**src/rtl/serial_to_par_pkg.sv**
```systemverilog
// Shared PHY definitions: idle/alignment comma, receiver state encoding, field widths.
package serial_to_par_pkg;

  localparam int unsigned BYTE_W      = 8;
  localparam int unsigned BIT_CNT_W   = 3;
  localparam int unsigned COMMA_CNT_W = 4;

  // Idle symbol the serializer sends when it has no valid data.
  localparam logic [BYTE_W-1:0] PHY_COMMA = 8'hBC;

  typedef enum logic [1:0] {
    SEARCH  = 2'd0,
    LOCKING = 2'd1,
    ACTIVE  = 2'd2
  } rx_state_e;

endpackage : serial_to_par_pkg

```
**src/rtl/serial_to_par.sv**
```systemverilog
// Serial-to-parallel receiver: comma-based byte alignment, then one valid
// strobe per received non-comma byte.
module serial_to_par
  import serial_to_par_pkg::*;
#(
  parameter logic [BYTE_W-1:0] COMMA      = PHY_COMMA,
  parameter int unsigned       COMMA_LOCK = 4
) (
  input  logic              clk_8f,
  input  logic              reset,
  input  logic              data_in,
  output logic [BYTE_W-1:0] data_out,
  output logic              valid_out,
  output logic              active
);

  localparam logic [COMMA_CNT_W-1:0] LOCK_CNT = COMMA_CNT_W'(COMMA_LOCK);

  rx_state_e              state_q, state_d;
  // Only the seven most recent bits are kept; the window supplies the eighth.
  logic [BYTE_W-2:0]      shift_q, shift_d;
  logic [BIT_CNT_W-1:0]   bit_cnt_q, bit_cnt_d;
  logic [COMMA_CNT_W-1:0] comma_cnt_q, comma_cnt_d;
  logic [BYTE_W-1:0]      data_q, data_d;
  logic                   valid_q, valid_d;
  logic                   active_q, active_d;

  logic [BYTE_W-1:0]      window;
  logic                   is_comma;
  logic                   boundary;

  assign window   = {shift_q, data_in};
  assign is_comma = (window == COMMA);
  assign boundary = (bit_cnt_q == BIT_CNT_W'(7));

  // State and datapath registers; reset is asynchronous and may hit mid-byte.
  always_ff @(posedge clk_8f or posedge reset) begin
    if (reset) begin
      state_q     <= SEARCH;
      shift_q     <= '0;
      bit_cnt_q   <= '0;
      comma_cnt_q <= '0;
      data_q      <= '0;
      valid_q     <= 1'b0;
      active_q    <= 1'b0;
    end else begin
      state_q     <= state_d;
      shift_q     <= shift_d;
      bit_cnt_q   <= bit_cnt_d;
      comma_cnt_q <= comma_cnt_d;
      data_q      <= data_d;
      valid_q     <= valid_d;
      active_q    <= active_d;
    end
  end

  // Alignment FSM: bit-sliding hunt, aligned comma counting, then data capture.
  always_comb begin
    state_d     = state_q;
    shift_d     = window[BYTE_W-2:0];
    bit_cnt_d   = bit_cnt_q + BIT_CNT_W'(1);
    comma_cnt_d = comma_cnt_q;
    data_d      = data_q;
    valid_d     = 1'b0;
    active_d    = active_q;

    unique case (state_q)
      SEARCH: begin
        if (is_comma) begin
          bit_cnt_d   = '0;
          comma_cnt_d = COMMA_CNT_W'(1);
          if (LOCK_CNT == COMMA_CNT_W'(1)) begin
            state_d  = ACTIVE;
            active_d = 1'b1;
          end else begin
            state_d = LOCKING;
          end
        end
      end
      LOCKING: begin
        if (boundary) begin
          if (is_comma) begin
            comma_cnt_d = comma_cnt_q + COMMA_CNT_W'(1);
            if (comma_cnt_d == LOCK_CNT) begin
              state_d  = ACTIVE;
              active_d = 1'b1;
            end
          end else begin
            // A broken comma run restarts the hunt from the next bit.
            state_d     = SEARCH;
            comma_cnt_d = '0;
          end
        end
      end
      ACTIVE: begin
        // Commas are idle fill and are silently dropped.
        if (boundary && !is_comma) begin
          data_d  = window;
          valid_d = 1'b1;
        end
      end
      default: begin
        state_d = SEARCH;
      end
    endcase
  end

  assign data_out  = data_q;
  assign valid_out = valid_q;
  assign active    = active_q;

endmodule : serial_to_par

```
**config.mk**
```make
export PLATFORM = sky130hd
export DESIGN_NAME = serial_to_par
export DESIGN_NICKNAME = d
export VERILOG_FILES = /design/src/rtl/serial_to_par_pkg.sv /design/src/rtl/serial_to_par.sv
export SDC_FILE = /design/constraint.sdc
export NUM_CORES = 1
export LEC_CHECK = 0
export CELL_PAD_IN_SITES_DETAIL_PLACEMENT = 0
export CELL_PAD_IN_SITES_GLOBAL_PLACEMENT = 2
export CORE_AREA = 2 2 56 58
export CTS_CLUSTER_SIZE = 8
export DETAILED_ROUTE_END_ITERATION = 6
export DIE_AREA = 0 0 58 60
export PLACE_DENSITY = 0.87
export SYNTH_ARGS = -nofsm -noshare
export SYNTH_HDL_FRONTEND = slang
export SYNTH_SLANG_ARGS = --single-unit
```
**constraint.sdc**
```tcl
create_clock -name clk_8f -period 3.6 [get_ports clk_8f]
set_clock_uncertainty 0.15 [all_clocks]
set_input_delay 0.54 -clock clk_8f [delete_from_list [all_inputs] [get_ports clk_8f]]
set_output_delay 0.54 -clock clk_8f [all_outputs]
set_load 0.1 [all_outputs]
```
==> impl_metrics.toml, run 1 <==
[placement]
io_buffers = 12
preCtsSetupSlack_ns = 1.36
dp_hpwl_mm = 1.32
place.gp.congestion = 0.775

[timing]
fmax_ghz = 0.397
final.min_clock_period_ns = 2.52
final.setup.tns_ns = 0
setup_viol = 0
max-slew-margin-rel_pct = 35.0
hold_viol = 0
worst_slew_pin_slew_ns = 0.972
final.setup.worst_slack_ns = 1.08
period_share_pct = 70.0
maxSlewViolCount = 0
grt_setup_unrepaired = "no"

[power]
peakVddDrop_v = 0.000223
leakage_nw = 0.575
p_per_area_nw_per_um2 = 369

[worst_setup_path]
startpoint = "data_out[2]$_DFFE_PP0P_"
critical_path.max_stage_delay_ns = 1.13
rr_endpoint = "data_out[1]$_DFFE_PP0P_"
critical_path.max_fanout = 2
arrival_ns = 1.83
crit_path_cell_trace = "clkdlybuf4s50_1"
r2r_start = "bit_cnt_q[0]$_DFF_PP0_"
worst-r2r-cell-count = 6
crit_family = "buffers and inverters"
cp_num_cells = 1
path_buf_inv = 1
cp_data_required_time_ns = 2.91
crit_end = "data_out[2]"
timing.critical_path.from_type = "register"
worstSetupEndpointType = "output port"
rrSetupSlack_ns = 1.57
critPathKind = "reg2out"
worst_path_max_delay_cell = "clkdlybuf4s50_1"

[logic_synthesis]
synth_cell_types = 29
syn_area_um2 = 1140
synth_edf_count = 0
synth.area.top_cells = "dfrtp_1, mux2_4, ha_1, a32o_1, nand4bb_4"
synth.largest_area_cell = "dfrtp_1"
synth_nets = 85
synth_top_area_share_pct = 57.1
ys.flop_type = "dfrtp_1"
async_flop_share_pct = 100
avgSynthCellArea_um2 = 14.6
synth.top_cells.by_count = "dfrtp_1, mux2_4, ha_1, nor2b_1"
synth_cells = 78
yosysMostFrequentCell = "dfrtp_1"
ys_seq_area_share_pct = 57.1
ys_ff_latch = 26
yosysWarnings = 0

[clock_network]
postCtsSetupRepairBufs = 0
cts_tree = "built"
htree_levels = 1
clock_sinks = 26
worstSkewPairLatency_ns = 0.32
hold_buffers = 0
root_buffer = "clkbuf_4"
clkSlewWorstSetupHoldPaths_ns = 0.12
cts_buffers = 3
cts_buffer_depth = 2
cts_resized = 0

[die]
initial_core_util_pct = 39.3
pin_count = 13
dieArea_um2 = 3480
coreArea_um2 = 2900
die_w_um = 58
die_h_um = 60
row_count = 20

[finish]
fin_util_pct = 45.5
area_growth_pct = 15.8
antennaDiodeCount = 0
post_route_cells_drive_above_1_share_pct = 18.5
nets = 101

[global_route]
grt_pass1_wl_mm = 3.33
grt_max_degree = 27
grt_pass1_vias = 661
antenna_found_initial = 0
grt.overflow.total = 0
grt.total_usage_pct = 13.1

[route]
avgViaCountPerCell = 5.31
vias = 664
firstDrtPassIters = 4
drtIter0Drc = 6
route.detailed.drc = 0
wl_per_cell_um = 14.5
ant_nets = 0
routed_wl_mm = 1.81

[flow_run]
maxCapViolCount = 0

[worst_hold_path]
min_path_type = "reg2reg"
worstHoldStart = "shift_q[0]$_DFF_PP0_"

[outcome]
outcome = "completed"
cell type report:
class	count	area [um^2]
fill	262	1580
timing repair buffer	12	120
sequential	26	651
inverter	3	11.3
tap	33	41.3
clock buffer	3	22.5
multi-input combinational	48	474
where the power goes:
group,internal (W),switching [W]
Sequential,0.000301,0.00000706
Clock,0.0000392,0.0000769
Combinational,0.0000176,0.0000455
worst min-delay path by stage:
stage	cells after the start	endpoint
floorplan	0	shift_q[6]$_DFF_PP0_
global placement	0	shift_q[1]$_DFF_PP0_
detailed placement	0	shift_q[1]$_DFF_PP0_
CTS	0	shift_q[1]$_DFF_PP0_
global route	0	shift_q[1]$_DFF_PP0_
finish	0	shift_q[1]$_DFF_PP0_
cells by family (layout without fill, tap and decap cells):
| kind of cell | after synthesis | in the layout | share of synthesized area (%) |
|---|---|---|---|
| XOR/XNOR | 1 | 1 | 0.769 |
| adder cells (fa/ha/maj) | 4 | 4 | 4.39 |
| AND/OR/NAND/NOR | 21 | 21 | 16.2 |
| AO/OA/AOI/OAI | 14 | 14 | 9.99 |
| multiplexers | 8 | 8 | 10.2 |
| flip-flops | 26 | 26 | 57.1 |
| buffers and inverters | 4 | 18 | 1.32 |
sequential cells by signal, summed over array words and instances (netlist names):
register and cells:
comma_cnt_q 4, shift_q 7, bit_cnt_q 3, data_out 8
valid_out 1, state_q 2, active 1
layer usage:
layer	track usage, %	wire length (um)	up-vias
met4	4.98	26	0
met2	19.6	853	8
met5	0	0	-
met3	4.55	73	4
met1	17.5	857	332
li1	-	-	320
through the flow:
step	power (W)	area, um^2	std cells	hold WS (ns)
after floorplan	0.000361	1140	78	0.225
after global placement	0.000376	1300	122	0.246
after detailed placement	0.000377	1300	122	0.245
after CTS	0.000495	1320	125	0.274
after global routing	0.000509	1320	125	0.288
final	0.000487	1320	125	0.269
placed cells by master, fill, tap and decap left out:
| master | instances |
|---|---|
| o31ai_1 | 2 |
| dfrtp_1 | 26 |
| nor2_1 | 3 |
| or3_4 | 1 |
| and3_1 | 3 |
| a221o_1 | 1 |
| nand4bb_4 | 1 |
| clkbuf_4 | 3 |
| clkdlybuf4s50_1 | 12 |
| o21bai_1 | 1 |
| mux2_4 | 7 |
| o22a_1 | 2 |
| nor2b_1 | 4 |
| nor2_4 | 1 |
| mux2_2 | 1 |
| inv_2 | 1 |
| nor2_8 | 1 |
| nand2_1 | 2 |
| a21oi_1 | 1 |
| a22o_1 | 2 |
| o22ai_1 | 1 |
| o21ai_1 | 1 |
| ha_1 | 4 |
| inv_1 | 2 |
| nor3_1 | 1 |
| nor4_1 | 1 |
| nand4b_4 | 1 |
| a32o_1 | 3 |
| nand4b_1 | 2 |
| xnor2_1 | 1 |
(Power assumes the default switching activity.)
==> run 2, diff against run 1 <==
CORE_AREA = 2 2 58 60   (was 2 2 56 58)
DIE_AREA = 0 0 60 62   (was 0 0 58 60)
PLACE_DENSITY = 0.82   (was 0.87)
clock period = 2.6 ns   (was 3.6 ns; I/O delays follow)
==> run 2 against run 1 <==
Worst hold slack worse by 0.0099 ns. Sequential share of layout area down 1.1 points. Cell count up 12%. Non-clock buffer count up 1. Final area up 2.2%. Largest cell class unchanged.
==> impl_metrics.toml, run 2 (synthesis results as in run 1) <==
[outcome]
outcome = "completed"

[route]
route.detailed.drc = 0
drtIter0Drc = 7
wl_per_cell_um = 12.8
routed_wl_mm = 1.79
firstDrtPassIters = 2
avgViaCountPerCell = 4.71
ant_nets = 0
vias = 659

[die]
initial_core_util_pct = 35.9
die_w_um = 60
pin_count = 13
dieArea_um2 = 3720
row_count = 21
die_h_um = 62
coreArea_um2 = 3180

[timing]
setup_viol = 0
period_share_pct = 77.5
hold_viol = 0
worst_slew_pin_slew_ns = 0.493
final.setup.worst_slack_ns = 0.585
grt_setup_unrepaired = "no"
max-slew-margin-rel_pct = 66.9
final.setup.tns_ns = 0
maxSlewViolCount = 0
fmax_ghz = 0.496
final.min_clock_period_ns = 2.01

[clock_network]
cts_buffer_depth = 2
cts_buffers = 3
clkSlewWorstSetupHoldPaths_ns = 0.13
postCtsSetupRepairBufs = 0
cts_resized = 0
root_buffer = "clkbuf_4"
htree_levels = 1
worstSkewPairLatency_ns = 0.31
clock_sinks = 26
cts_tree = "built"
hold_buffers = 0

[worst_setup_path]
worstSetupEndpointType = "register"
worst_path_max_delay_cell = "or3_4"
crit_top_cell = "ha_1"
arrival_ns = 2.08
cp_data_required_time_ns = 2.66
critical_path.max_stage_delay_ns = 0.38
critPathKind = "reg2reg"
timing.critical_path.from_type = "register"
crit_path_cell_trace = "ha_1 -> ha_1 -> inv_1 -> or3_4 -> nor2_8 -> mux2_4"
critical_path.max_fanout = 9

[global_route]
grt_pass1_vias = 689
grt_max_degree = 27
antenna_found_initial = 0
grt_pass1_wl_mm = 3.13
grt.total_usage_pct = 11.3
grt.overflow.total = 0

[finish]
post_route_cells_drive_above_1_share_pct = 30.9
largest_reg_flops = 8
fin_cells = 140
antennaDiodeCount = 0
final_cell_mix = "dfrtp_1, buf_4, mux2_4"
nets = 102
final_common_cell = "dfrtp_1"
fin_util_pct = 42.4
area_growth_pct = 18.3

[placement]
dpl.cell_count = 136
preCtsSetupSlack_ns = 0.498
place.gp.congestion = 0.721
io_buffers = 12
dp_hpwl_mm = 1.33

[worst_hold_path]
min_path_type = "in2async"

[flow_run]
maxCapViolCount = 0

[power]
p_total_w = 0.000779
peakVddDrop_v = 0.000301
p_per_area_nw_per_um2 = 578
leakage_nw = 0.606
run 2: power by group:
group,switching [W],total (W),internal (W)
combinational,0.0000625,0.0000855,0.0000229
sequential,0.0000101,0.000426,0.000416
clock,0.000111,0.000267,0.000156
run 2: routing by layer:
metal  track usage, %  up-vias  share of wire, %
li1                 -      322                 -
met1             14.9      326                48
met2             18.5        9                48
met3             1.86        2               3.8
met4             4.76        0              0.61
met5                0        -                 0
run 2: critical path, delay by kind of cell (launching register included):
kind	cells	cell delay, ns
buf+inv	1	0.12
flops	1	0.37
simple gates	2	0.59
mux	1	0.32
fa+ha+maj	2	0.36
run 2: cell type report:
| class | count | area (um^2) |
|---|---|---|
| multi-input cells | 48 | 474 |
| well taps | 46 | 57.6 |
| clock inverters | 1 | 30.0 |
| flip-flops and latches | 26 | 651 |
| fillers | 314 | 1830 |
| inverters | 3 | 11.3 |
| clock buffers | 3 | 22.5 |
| repair buffers | 13 | 103 |
run 2: metrics by stage:
step	hold WS [ns]	area [um^2]
finish	0.260	1350
global route	0.275	1350
CTS	0.269	1350
detailed placement	0.243	1300
global placement	0.244	1300
floorplan	0.225	1140
run 2: path summary, 6_finish.rpt:
path | startpoint | slack [ns] | cells after the start | to
setup / recovery | bit_cnt_q[0]$_DFF_PP0_ | 0.59 | 6 | data_out[6]$_DFFE_PP0P_
hold / removal | reset | 0.26 | 3 | shift_q[5]$_DFF_PP0_
setup reg to reg | bit_cnt_q[0]$_DFF_PP0_ | 0.59 | 6 | data_out[6]$_DFFE_PP0P_
hold reg to reg | shift_q[0]$_DFF_PP0_ | 0.27 | 0 | shift_q[1]$_DFF_PP0_
max in group asynchronous | reset | 1.80 | 3 | comma_cnt_q[1]$_DFFE_PP0P_
min in group clk_8f | shift_q[0]$_DFF_PP0_ | 0.27 | 0 | shift_q[1]$_DFF_PP0_
